[src/rtl/d_reg_pipeline_pkg.sv]
// d_reg_pkg: shared definitions for the d_reg_pipeline retiming/buffer chain.
//   DEF_WIDTH / DEF_DEPTH : default data width and stage count
//   stage_state_t         : per-stage occupancy state (also the stage register)
//   occ_width(depth)      : bits needed to count 0..depth valid stages
package d_reg_pkg;

  localparam int DEF_WIDTH = 8;
  localparam int DEF_DEPTH = 4;

  typedef enum logic {
    ST_EMPTY = 1'b0,
    ST_FULL  = 1'b1
  } stage_state_t;

  function automatic int occ_width(input int depth);
    return $clog2(depth + 1);
  endfunction

endpackage

[src/rtl/d_reg_pipeline_stage.sv]
// d_reg_stage: one WIDTH-bit register stage of d_reg_pipeline.
//   clk, rst  : rising-edge clock, asynchronous active-high reset
//   flush     : synchronous clear of the stage valid (data is kept)
//   up_valid  : upstream stage (or masked input) holds a beat
//   up_data   : upstream data
//   dn_acc    : downstream stage will take this stage's beat (or is empty)
//   acc       : this stage can load a new beat this cycle
//   valid_q   : stage holds a beat
//   data_q    : stage data
module d_reg_stage
  import d_reg_pkg::*;
#(
  parameter int               WIDTH      = DEF_WIDTH,
  parameter logic [WIDTH-1:0] RESET_DATA = '0
) (
  input  logic             clk,
  input  logic             rst,
  input  logic             flush,
  input  logic             up_valid,
  input  logic [WIDTH-1:0] up_data,
  input  logic             dn_acc,
  output logic             acc,
  output logic             valid_q,
  output logic [WIDTH-1:0] data_q
);

  stage_state_t state_q;

  assign valid_q = (state_q == ST_FULL);

  // An empty stage always accepts; a full one only if its beat moves on.
  assign acc = !valid_q || dn_acc;

  always_ff @(posedge clk or posedge rst) begin
    if (rst) begin
      state_q <= ST_EMPTY;
      data_q  <= RESET_DATA;
    end else if (flush) begin
      state_q <= ST_EMPTY;
    end else if (acc) begin
      state_q <= up_valid ? ST_FULL : ST_EMPTY;
      // Data only loads with a real beat so idle/X input never lands here.
      if (up_valid) begin
        data_q <= up_data;
      end
    end
  end

endmodule

[src/rtl/d_reg_pipeline.sv]
// d_reg_pipeline: DEPTH-stage valid/ready register chain with bubble
// collapsing and synchronous flush.
//   clk, rst              : rising-edge clock, asynchronous active-high reset
//   flush                 : drop every held beat at the next edge
//   in_valid/in_data      : upstream beat;  in_ready : beat accepted this cycle
//   out_valid/out_data    : last-stage beat; out_ready : downstream takes it
//   occupancy (optional)  : registered count of valid stages, present only
//                           when D_REG_PIPELINE_OCCUPANCY_EN is defined
// The ready path is combinational through all DEPTH stages by design.
module d_reg_pipeline
  import d_reg_pkg::*;
#(
  parameter int               WIDTH      = DEF_WIDTH,
  parameter int               DEPTH      = DEF_DEPTH,
  parameter logic [WIDTH-1:0] RESET_DATA = '0
) (
  input  logic             clk,
  input  logic             rst,
  input  logic             flush,
  input  logic             in_valid,
  input  logic [WIDTH-1:0] in_data,
  output logic             in_ready,
  output logic             out_valid,
  output logic [WIDTH-1:0] out_data,
  input  logic             out_ready
`ifdef D_REG_PIPELINE_OCCUPANCY_EN
  ,
  output logic [occ_width(DEPTH)-1:0] occupancy
`endif
);

`ifdef D_REG_PIPELINE_OCCUPANCY_EN
  localparam int OW = occ_width(DEPTH);
  logic [DEPTH-1:0] valid_vec;
`endif

  // Each stage keeps its handshake nets local so the accept chain is a set
  // of distinct signals rather than one vector depending on itself.
  for (genvar i = 0; i < DEPTH; i++) begin : g_stage
    logic             acc;
    logic             vq;
    logic [WIDTH-1:0] dq;
    logic             dn_acc;
    logic             uv;
    logic [WIDTH-1:0] ud;

    if (i == DEPTH - 1) begin : g_last
      assign dn_acc = out_ready;
    end else begin : g_mid
      assign dn_acc = g_stage[i+1].acc;
    end

    if (i == 0) begin : g_first
      assign uv = in_valid && !flush;
      assign ud = in_data;
    end else begin : g_chain
      assign uv = g_stage[i-1].vq;
      assign ud = g_stage[i-1].dq;
    end

    d_reg_stage #(
      .WIDTH     (WIDTH),
      .RESET_DATA(RESET_DATA)
    ) u_stage (
      .clk     (clk),
      .rst     (rst),
      .flush   (flush),
      .up_valid(uv),
      .up_data (ud),
      .dn_acc  (dn_acc),
      .acc     (acc),
      .valid_q (vq),
      .data_q  (dq)
    );

`ifdef D_REG_PIPELINE_OCCUPANCY_EN
    assign valid_vec[i] = vq;
`endif
  end

  assign in_ready  = g_stage[0].acc && !flush;
  assign out_valid = g_stage[DEPTH-1].vq;
  assign out_data  = g_stage[DEPTH-1].dq;

`ifdef D_REG_PIPELINE_OCCUPANCY_EN
  logic in_xfer;
  logic out_xfer;

  assign in_xfer  = in_valid && in_ready;
  assign out_xfer = out_valid && out_ready;

  // in_xfer is already blocked during flush, so clearing covers both terms.
  always_ff @(posedge clk or posedge rst) begin
    if (rst) begin
      occupancy <= '0;
    end else if (flush) begin
      occupancy <= '0;
    end else begin
      occupancy <= occupancy + OW'(in_xfer) - OW'(out_xfer);
    end
  end

  a_occ_matches_valids : assert property (
    @(posedge clk) disable iff (rst) occupancy == OW'($countones(valid_vec))
  );
`else
  // Occupancy tracking not built.
`endif

endmodule

[config.mk]
export PLATFORM = sky130hd
export DESIGN_NAME = d_reg_pipeline
export DESIGN_NICKNAME = d
export VERILOG_FILES = /design/src/rtl/d_reg_pipeline_pkg.sv /design/src/rtl/d_reg_pipeline_stage.sv /design/src/rtl/d_reg_pipeline.sv
export SDC_FILE = /design/constraint.sdc
export NUM_CORES = 1
export LEC_CHECK = 0
export CAP_MARGIN = 0
export CORE_MARGIN = 10
export CORE_UTILIZATION = 30
export CTS_CLUSTER_SIZE = 10
export DETAILED_ROUTE_END_ITERATION = 12
export PLACE_DENSITY_LB_ADDON = 0.2
export SLEW_MARGIN = 25
export SYNTH_ARGS = -nofsm -noshare
export SYNTH_HDL_FRONTEND = slang
export SYNTH_SLANG_ARGS = --single-unit
[constraint.sdc]
create_clock -name clk -period 2.5 [get_ports clk]
set_clock_uncertainty 0.15 [all_clocks]
set_input_delay 0.5 -clock clk [delete_from_list [all_inputs] [get_ports clk]]
set_output_delay 0.5 -clock clk [all_outputs]
set_load 0.005 [all_outputs]
* Word level (Yosys, flattened, before mapping)
Index checks and enable logic that the tools add are counted.
** Operators by class
- Bitwise operators :: 1
- Mux-type cells :: 12
- Reduce and logical (&&, ||, !) cells :: 19
** Operators by type and width (count)
- 1-bit two-way mux :: 12
- 3-bit AND reduction :: 4
- 2-bit nonzero test :: 4
- 1-bit logical NOT :: 5
- 1-bit logical OR :: 4
- 1-bit logical AND :: 2
- 1-bit inverter :: 1
** Storage, ports and cells
- Register bits :: 36
- Input bits :: 13
- Output and inout bits :: 10
- Word-level logic and storage cells :: 40

* Depth between registers and ports, before layout
- Word-level depth :: 7
- Gate-level depth with buffers :: 5
- Mapped depth without buffers :: 3

* Modules after synthesis
A second synthesis with hierarchy kept.
** Second synthesis, totals
- Cell total of the unflattened synthesis :: 94
- Area, all modules :: 1463.9 um2
** By module, submodules not included
- d_reg_stage :: sequential area each 225.2 um2, area each 362.8 um2, cells each 23, times used 4
- d_reg_pipeline :: sequential area each 0.0 um2, area each 12.5 um2, cells each 2, times used 1

* Worst setup path before layout
Ideal clock, no wire load.
- Kind :: input port to flip-flop
- Start :: input out_ready
- End :: register g_stage[1].u_stage.data_q[0]
- Slack :: 0.639 ns
- Stages on the path :: 5
- Arrival :: 1.586 ns
- Required time :: 2.225 ns
- Path buffers :: 2
- Library setup time :: 0.125 ns
- Cell sequence :: and4b_1 buf_6 or3b_1 buf_6 mux2_4
** Between the ends
- Word-level cells in the longest chain between the ends :: 4
** Ends and longest elaborated chain
- from (decl) :: RTL line d_reg_pipeline.sv:25 : input logic out_ready
- 1-bit logical OR (3 in a row) :: RTL line d_reg_pipeline_stage.sv:32 : assign acc = !valid_q || dn_acc;
- 3-bit AND reduction (no line)
- to (signal assigned) :: RTL line d_reg_pipeline_stage.sv:44 : data_q <= up_data;
- to (decl) :: RTL line d_reg_pipeline_stage.sv:24 : output logic [WIDTH-1:0] data_q
No other way between the ends.
A chain may end at the register's enable or synchronous reset.

* Final worst setup path
- Start :: input out_ready
- End :: output in_ready
** Between the ends
- Word-level cells in the longest chain between the ends :: 5
** Ends and longest elaborated chain
- 1-bit logical OR (4 in a row) :: RTL line d_reg_pipeline_stage.sv:32
- 1-bit logical AND :: RTL line d_reg_pipeline.sv:81 : assign in_ready = g_stage[0].acc && !flush;
- to (decl) :: RTL line d_reg_pipeline.sv:22 : output logic in_ready,
No other way between the ends.

==> parameters.txt <==
Parameter                              Value

Status
  Status ... finished, final reports clean

STA
  Maximum frequency from static timing analysis ... 448 MHz
  Least-Margin Pin Slew ... 435 ps
  Number of failing hold endpoints at the final stage ... 0
  Clock period minus final worst setup slack ... 2230 ps
  Hold Worst Slack ... 355 ps
  Setup repair after global routing missed its margin ... false
  Max Slew Vio Count ... 0
  Worst-case setup margin in the final layout ... between 200 and 300 ps
  Count of final setup violators ... 0
  Slew Limit Headroom ... between 70% and 80%
  Setup Total Neg Slack ... 0 ps
  Final critical-path share of the clock period ... 89.2%

Route
  Highest routed metal layer ... met4
  Vias ... ~800
  Met2 WL post-DR ... between 1 and 1.5 mm
  Number of design-rule violations left by the first detailed-router iteration ... 34
  Number of detailed-routing iterations run before antenna repair ... 4
  Antenna-violating nets left ... 0
  Routed wire per std cell ... 13.0 um
  Ratio of routed vias to standard cells ... 4.52
  Met3 routed wirelength ... between 200 and 250 um
  Final wirelength ... 2.29 mm
  Met1 wire length ... just under 900 um
  Number of DRC violations after detailed routing ... 0

Logic synthesis
  #FFs+latches synth ... 36
  Net count after synthesis ... 104
  Syn Std Cell Area ... roughly 1400 um^2
  Fraction of registers with async set or reset after synthesis ... 100%
  Post-synth top flop ... dfrtp_1
  Average footprint of a synthesized cell ... 15.7 um^2
  Synthesized instance count ... 91
  Post-synthesis sequential area ratio ... 63.0%
  Biggest area contributors in the synthesized netlist ... dfrtp_1 (63%), mux2_2 (19%), mux2_4 (8.4%)
  Area share of the largest cell type after synthesis ... 63.0%
  Post-synthesis cell type count ... 15
  Count of flip-flops with a built-in enable after synthesis ... 0
  Count leader, synth ... dfrtp_1
  Ranking of synthesized cells by instance count ... dfrtp_1 (36), mux2_2 (24), mux2_4 (8)
  Yosys warning count ... 0
  Most area-hungry cell type in the Yosys netlist ... dfrtp_1

Place
  Cell Area, Placed ... 1730 um^2
  Quantity of I/O buffers inserted on ports ... 22
  Routability congestion estimate from global placement ... 0.668
  Pre-CTS setup slack ... -3.13 ps
  Detailed placer's ending HPWL ... 1.77 mm

CTS
  Clk Latency, worst-skew pair ... approximately 280 ps
  Root buffer selected by CTS ... clkbuf_8
  Number of buffers added by the clock tree synthesis step ... 5
  H-tree Lvls ... 2
  Clock slew at the register clock pins of the worst setup and hold paths ... 60 ps
  Sinks on Clock Net ... 36
  Number of buffers between clock root and the deepest sink ... 2
  CTS tree ... yes

Setup path
  CP max stage cell ... clkdlybuf4s50_1
  Reg2Reg Setup Slack ... 610 ps
  Maximum single-stage delay on the critical path ... 480 ps
  Reg-to-Reg End ... g_stage[1].u_stage.data_q[5]
  Critical R2R Launch ... g_stage[2].u_stage.valid_q
  Number of cells on the worst reg-to-reg path ... 5
  Startpoint type of the worst setup path ... primary input
  Capturing element type of the critical path ... primary output
  Crit-path leading delay family ... buffers and inverters
  Req. time, crit path ... about 1900 ps
  Worst Path Arrival ... 1580 ps
  Worst path bufs/invs ... 2
  Maximum net fanout on the critical path ... 2
  Startpoint-to-endpoint class of the critical path ... in -> out
  Cell-by-cell listing of the critical path ... clkdlybuf4s50_1 > and4b_1 > a21oi_1 > dlygate4sd2_1

Pwr
  Leakage power total ... 0.828 nW
  Sequential group share of total power ... 52.7%
  Relative contribution of the clock network to total power ... 26.2%
  Logic gate share of total power ... 21.0%
  Cell area power density ... 856 nW/um^2
  Total net switching power ... 0.000346 W
  Switching fraction of total power ... 22.3%
  Largest vdd supply drop ... approximately 0.00026 V
  Int Power ... 0.00121 W

Layout
  Nets@finish ... 134
  Antenna Diode Count ... 0
  Fraction of final layout cells with drive strength greater than 1 ... 37.7%
  Growth of design area from synthesis to finish ... 27.0%
  Number of fill cells in the layout ... 427
  Area of all placed cells without fillers ... 1820 um^2

Global routing
  First-pass GRT wire length ... 4.15 mm
  Maximum number of pins on one net before global-route repair ... 37
  Remaining Overflow, GRT ... 0
  Total routing resource utilization after global routing ... 6.94%
  Vias in the first global route ... 906
  Number of antenna violations at the first check in global routing ... 0

Die
  Placeable core area ... about 4700 um^2
  Starting density of the core ... 30.7%
  Width of the die ... ~89 um
  Core Rows ... 25
  Height of the die ... 89.0 um
  Number of top-level pins ... 23
  Die footprint ... 7930 um^2

Worst hold path
  Hold_sp ... g_stage[0].u_stage.data_q[5]
  Number of cells on the worst hold path ... 1
  HP Class ... reg -> reg
  Capture endpoint of the worst hold path ... g_stage[1].u_stage.data_q[5]

Flow run
  Number of max-cap violations ... 0
==> power groups by stage <==
stage	sequential, W	clock (W)	combinational (W)
finish	0.000820	0.000408	0.000327
global route	0.000851	0.000454	0.000361
CTS	0.000825	0.000427	0.000336
detailed placement	0.000838	0	0.000335
global placement	0.000829	0	0.000324
floorplan	0.000815	0	0.000185
==> metal layers <==
metal  GRT usage (%)  vias to the layer above
li1                -                      384
met1            6.90                      383
met2            11.0                       21
met3            3.37                        7
met4            5.20                        0
met5               0                        -
==> layout make-up <==
class	instances	area (um^2)	area share, %
tap	54	67.6	3.72
clock buffer	8	90.1	4.96
inverter	2	7.51	0.413
timing repair buffer	28	264	14.5
multi-input combinational	48	487	26.8
sequential	36	901	49.6
==> repair_timing <==
action                     CTS  global route
resized for setup            1             0
buffers inserted             0             0
hold buffers                 0             0
setup endpoints to repair    1             0
==> metrics by stage <==
stage	power, W	instances	util, %
after global routing	0.00167	176	39.0
after floorplan	0.00100	91	-
after global placement	0.00115	168	37.1
after CTS	0.00159	176	39.0
after detailed placement	0.00117	168	37.1
final	0.00155	176	39.0
==> cell usage in the layout (no fill, tap or decap) <==
master,n
clkbuf_1,2
buf_4,6
dfrtp_1,36
clkdlybuf4s50_1,21
mux2_4,8
clkbuf_8,6
inv_1,2
nor2_1,6
a211o_2,1
and4b_1,1
nand2b_1,1
a21oi_1,3
mux2_2,24
nor2b_1,1
dlygate4sd2_1,1
a21oi_2,1
or3b_1,2
==> flip-flops by register name (all words and copies together), names as in the netlist <==
name	flops
g_stage.u_stage.data_q	32
g_stage.u_stage.valid_q	4
==> worst register-to-register path, cell delays in order (launching register included) <==
cell     delay [ps]
dfrtp_1         420
and4b_1         230
buf_4           130
or3b_1          350
buf_4           190
mux2_4          300
==> how the worst max path moves through the flow <==
stage	to	cells after the start	start	slack [ps]
floorplan	g_stage[1].u_stage.data_q[0]	5	out_ready	640
global placement	in_ready	4	out_ready	3
detailed placement	in_ready	4	out_ready	-3
CTS	in_ready	4	out_ready	270
global route	in_ready	4	out_ready	220
finish	in_ready	4	out_ready	270
==> kinds of logic after synthesis <==
group	Yosys count	synth area share, %
DFF	36	63.0
AOI/OAI and AO/OA	5	2.36
and+or+nand+nor	11	4.38
muxes	32	27.3
buffers and inverters	7	2.97
Power figures use the tool's default switching activity.
==> RTL edit 1: new RTL, config.mk and constraints unchanged <==
The option `D_REG_PIPELINE_OCCUPANCY_EN` is turned on by a define.
--- a/src/rtl/d_reg_pipeline.sv
+++ b/src/rtl/d_reg_pipeline.sv
@@ -9,2 +9,4 @@
 // The ready path is combinational through all DEPTH stages by design.
+`define D_REG_PIPELINE_OCCUPANCY_EN
+
 module d_reg_pipeline
Function (old outputs only; new: occupancy): kept (Yosys induction, for registers that start in step).
==> RTL edit 1 against the original RTL <==
- routed wire length rose by 18%
- sequential power up 7.6%
- total power rose by 20%
- worst setup slack worse by 0.085 ns
- synthesized area rose by 11%
- largest cell class unchanged
- sequential cell count up 3
- cell count rose by 19%
- final area increased by 15%
==> RTL edit 1: results (changes against the original RTL) <==
Final Hold Slack=0.355 ns (+0.000719 ns); Seq/Total Area, Yosys=61.3% (-1.7 points); synth cell count leaders=39 x dfrtp_1, 24 x mux2_2, 8 x mux2_4; Reg with most FFs=g_stage.u_stage.data_q; Max VDD drop=0.000386 V (+48%); leakage power=0.953 nW (+15%); number of global-route vias before repair=963 (+6.3%); status=finished clean; nets=154 (+15%); ys async rst share=100% (unchanged); setup repair bufs after CTS=0 (unchanged); setup ws final=0.185 ns (-0.0848 ns); dpl ws=-0.313 ns (-0.310 ns); via count=865 (+8.8%); syn_nets=120 (+15%); FF-to-FF setup slack=0.29 ns (-0.32 ns); DRT iter0 DRCs=47 (+38%); GPL Wtd Cong=0.716 (+7.1%); first-pass GRT wire length=4710 um (+14%); H-tree levels=2 (unchanged); pin count of the biggest net entering global routing=40 (+8.1%); Max clock buf depth=2 (unchanged); Worst Max-Slew Pin Slew=0.488 ns (+0.0531 ns); cell total after placement=201 (+20%); Clk pin slew, worst setup/hold paths=0.08 ns (+0.02 ns); total track usage=6.97% (+0.035 points); ratio of cells with drive above 1 in the final layout=33.8% (-3.9 points); routed wire length=2700 um (+18%); DPL Wire Length=2030 um (+15%); # port buffers=25 (+14%); fillers=514 (+20%); Synth Instances=104 (+14%); Synth area leaders=dfrtp_1 61%, mux2_2 17%, mux2_4 7.5%; Yosys cell types=19 (+4); DR WL/cell=12.9 um (-0.54%); Arr. time, crit path=2.35 ns (+0.77 ns)
[RTL edit 1: cell count changes after synthesis, sizes merged, moves of 2 or more]
cell,change
inv,+4
nand3b,+3
ha,+2
dfrtp,+3
[RTL edit 1: timing repair]
action | CTS | global route
setup endpoints to repair | 2 | 3
resized for setup | 2 | 1
pin swaps | 1 | 0
endpoints found under the hold margin | 0 | 0
[RTL edit 1: area by class of cell]
type / count / share of cell area [%]
Timing Repair Buffer: 30 / 13.8
Clock buffer: 5 / 3.30
Tap cell: 70 / 4.20
Clock inverter: 3 / 3.24
Inverter: 6 / 1.08
Multi-Input combinational cell: 56 / 27.6
Sequential cell: 39 / 46.8
[RTL edit 1: power breakdown]
group	switching [mW]	leakage, nW	total (mW)	internal (mW)
clock network	0.222	0.0644	0.620	0.398
logic	0.0960	0.403	0.356	0.260
registers	0.0859	0.485	0.882	0.796
total	0.404	0.953	1.86	1.45
[RTL edit 1: layer usage]
layer / vias up / global-route usage (%) / routed length [um]
met1: 423 / 8.25 / 1260
li1: 423 / - / -
met3: 3 / 3.23 / 127
met2: 16 / 10.4 / 1280
met5: - / 0 / 0
met4: 0 / 3.47 / 30
[RTL edit 1: worst paths after layout]
check,end,cells after the start,from
max,occupancy[2],11,flush
min,g_stage[3].u_stage.data_q[4],1,g_stage[2].u_stage.data_q[4]
max reg2reg,occupancy[2],10,g_stage[2].u_stage.valid_q
min reg2reg,g_stage[3].u_stage.data_q[4],1,g_stage[2].u_stage.data_q[4]
max in group asynchronous,g_stage[3].u_stage.data_q[5],3,rst
min in group asynchronous,g_stage[3].u_stage.data_q[1],3,rst
[RTL edit 1: kinds of logic (layout without fill, tap and decap cells)]
kind of cell	after synthesis	count (layout)	share of synthesized area (%)
fa+ha+maj	3	3	2.83
mux	32	32	24.5
xor+xnor	2	2	1.10
compound gates	5	5	1.81
buf+inv	9	44	3.07
flops	39	39	61.3
simple gates	14	14	5.35
[RTL edit 1: critical path: stages]
cell             delay, ns
clkdlybuf4s50_1       0.41
nand2b_1              0.19
a21oi_4               0.12
inv_1                 0.05
ha_1                  0.26
inv_1                 0.06
ha_1                  0.14
inv_1                 0.05
fa_1                  0.37
xnor2_1               0.15
nor2_1                0.05
[RTL edit 1: stage by stage]
step / total power [mW] / cell area, um2 / setup TNS (ns) / util (%)
floorplan: 1.08 / 1600 / 0 / -
global placement: 1.25 / 1950 / -0.673 / 37.9
detailed placement: 1.27 / 1950 / -0.886 / 37.9
CTS: 1.89 / 2080 / 0 / 40.6
global route: 1.96 / 2090 / 0 / 40.6
finish: 1.86 / 2090 / 0 / 40.6
==> RTL edit 2: new RTL, same settings <==
Made on the original files. Set the package constant `DEF_DEPTH` to 2 (it was 4).
--- a/src/rtl/d_reg_pipeline_pkg.sv
+++ b/src/rtl/d_reg_pipeline_pkg.sv
@@ -7,3 +7,3 @@
   localparam int DEF_WIDTH = 8;
-  localparam int DEF_DEPTH = 4;
+  localparam int DEF_DEPTH = 2;
 
Function: changed (a bounded check fails within 4 cycles, from zero or initial values and one cycle with rst high).
==> RTL edit 2 against the original RTL <==
- final area shrank 43%
- cell count shrank 43%
- routed wire length shrank 40%
- via count shrank 44%
- largest cell class unchanged
- critical endpoint unchanged
- clock power shrank 57%
- sequential cell count shrank 18
- combinational power shrank 40%
- worst setup slack lost 0.19 ns
- critical path type unchanged
- total power shrank 52%
- register-to-register slack gained 0.15 ns
- synthesized area shrank 49%
==> RTL edit 2: results (changes against the original RTL) <==
status=finished clean; PostCTS Resize Cnt=0 (-1); Yosys cell types=10 (-5); number of global-route vias before repair=492 (-46%); fillers=215 (-50%); syn_area_per_cell=16.3 um2 (+3.7%); FF-to-FF setup slack=0.76 ns (+0.15 ns); Max VDD drop=0.000591 V (+130%); pin count of the biggest net entering global routing=19 (-49%); Seq/Total Area, Yosys=61.4% (-1.6 points); Worst Reg-to-Reg Cells=4 (-1); H-tree levels=1 (-1); Pre-Repair DR Iteration Count=2 (-2); Hold EP=g_stage[1].u_stage.data_q[5]; dpl ws=0.0607 ns (+0.0638 ns); Worst Max-Slew Pin Slew=0.663 ns (+0.228 ns); Final Hold Slack=0.364 ns (+0.00921 ns); met3 Resource Use GR=3.85% (+0.48 points); WL met2=719 um (-35%); Synth area leaders=dfrtp_1 61%, mux2_4 16%, mux2_2 12%; M1 GR Usage=6.02% (-0.89 points); total track usage=6.15% (-0.79 points); via count=446 (-44%); syn_nets=58 (-44%); synth cell count leaders=18 x dfrtp_1, 8 x mux2_2, 8 x mux2_4; ratio of cells with drive above 1 in the final layout=33.3% (-4.4 points); Reg with most FFs=g_stage.u_stage.data_q; cell total after placement=96 (-43%); TritonCTS buffer count=3 (-2); Clk pin slew, worst setup/hold paths=0.10 ns (+0.04 ns); mux cell area share after synthesis=28.7% (+1.4 points); CP peak stage delay=0.51 ns (+0.03 ns); nets=86 (-36%); met2 usage in global routing=10.4% (-0.65 points); Post-DP Area=992 um2 (-43%); routed wire length=1370 um (-40%); CP Max Fanout=3 (+1); Via density=4.46 (-1.3%); DRT iter0 DRCs=5 (-85%); Arr. time, crit path=1.77 ns (+0.19 ns); Crit Reg-Reg Endpoint=g_stage[0].u_stage.data_q[6]; Largest register FFs=16 (-50%); FMAX=413 MHz (-7.9%); GPL Wtd Cong=0.651 (-2.6%); first-pass GRT wire length=2390 um (-42%); worst r2r src=g_stage[0].u_stage.valid_q; CTS Root Cell=clkbuf_4; Compound-Gate Fraction of Synth Area=0% (-2.4 points); metal3 WL=83 um (-60%); leakage power=0.468 nW (-43%); Min-Delay Startpoint=g_stage[1].u_stage.data_q[5]; met1 wire length=554 um (-37%)
RTL edit 2: cell types whose count changed after synthesis, sizes merged, moves of 2 or more:
cell / unedited run / this run
buf: 3 / 1
clkbuf: 2 / 0
a21oi: 4 / 0
dfrtp: 36 / 18
mux2: 32 / 16
RTL edit 2: final cells by class:
cell class                      instances  area [um2]  area share, %
Sequential cell                        18         450           43.8
Multi-Input combinational cell         25         268           26.0
Tap cell                               28        35.0           3.41
Timing Repair Buffer                   24         235           22.9
Clock buffer                            4        36.3           3.53
Inverter                                1        3.75          0.365
RTL edit 2: where the power goes:
part / total (mW) / switching [mW] / internal, mW
logic: 0.197 / 0.0517 / 0.145
registers: 0.379 / 0.0279 / 0.351
clock network: 0.177 / 0.0880 / 0.0887
RTL edit 2: worst reg2reg max path: cells and delay by family, from the launching register on:
family	cells	cell delay (ns)
AND/OR/NAND/NOR	2	0.58
flip-flops	1	0.40
multiplexers	1	0.31
buffers and inverters	1	0.20
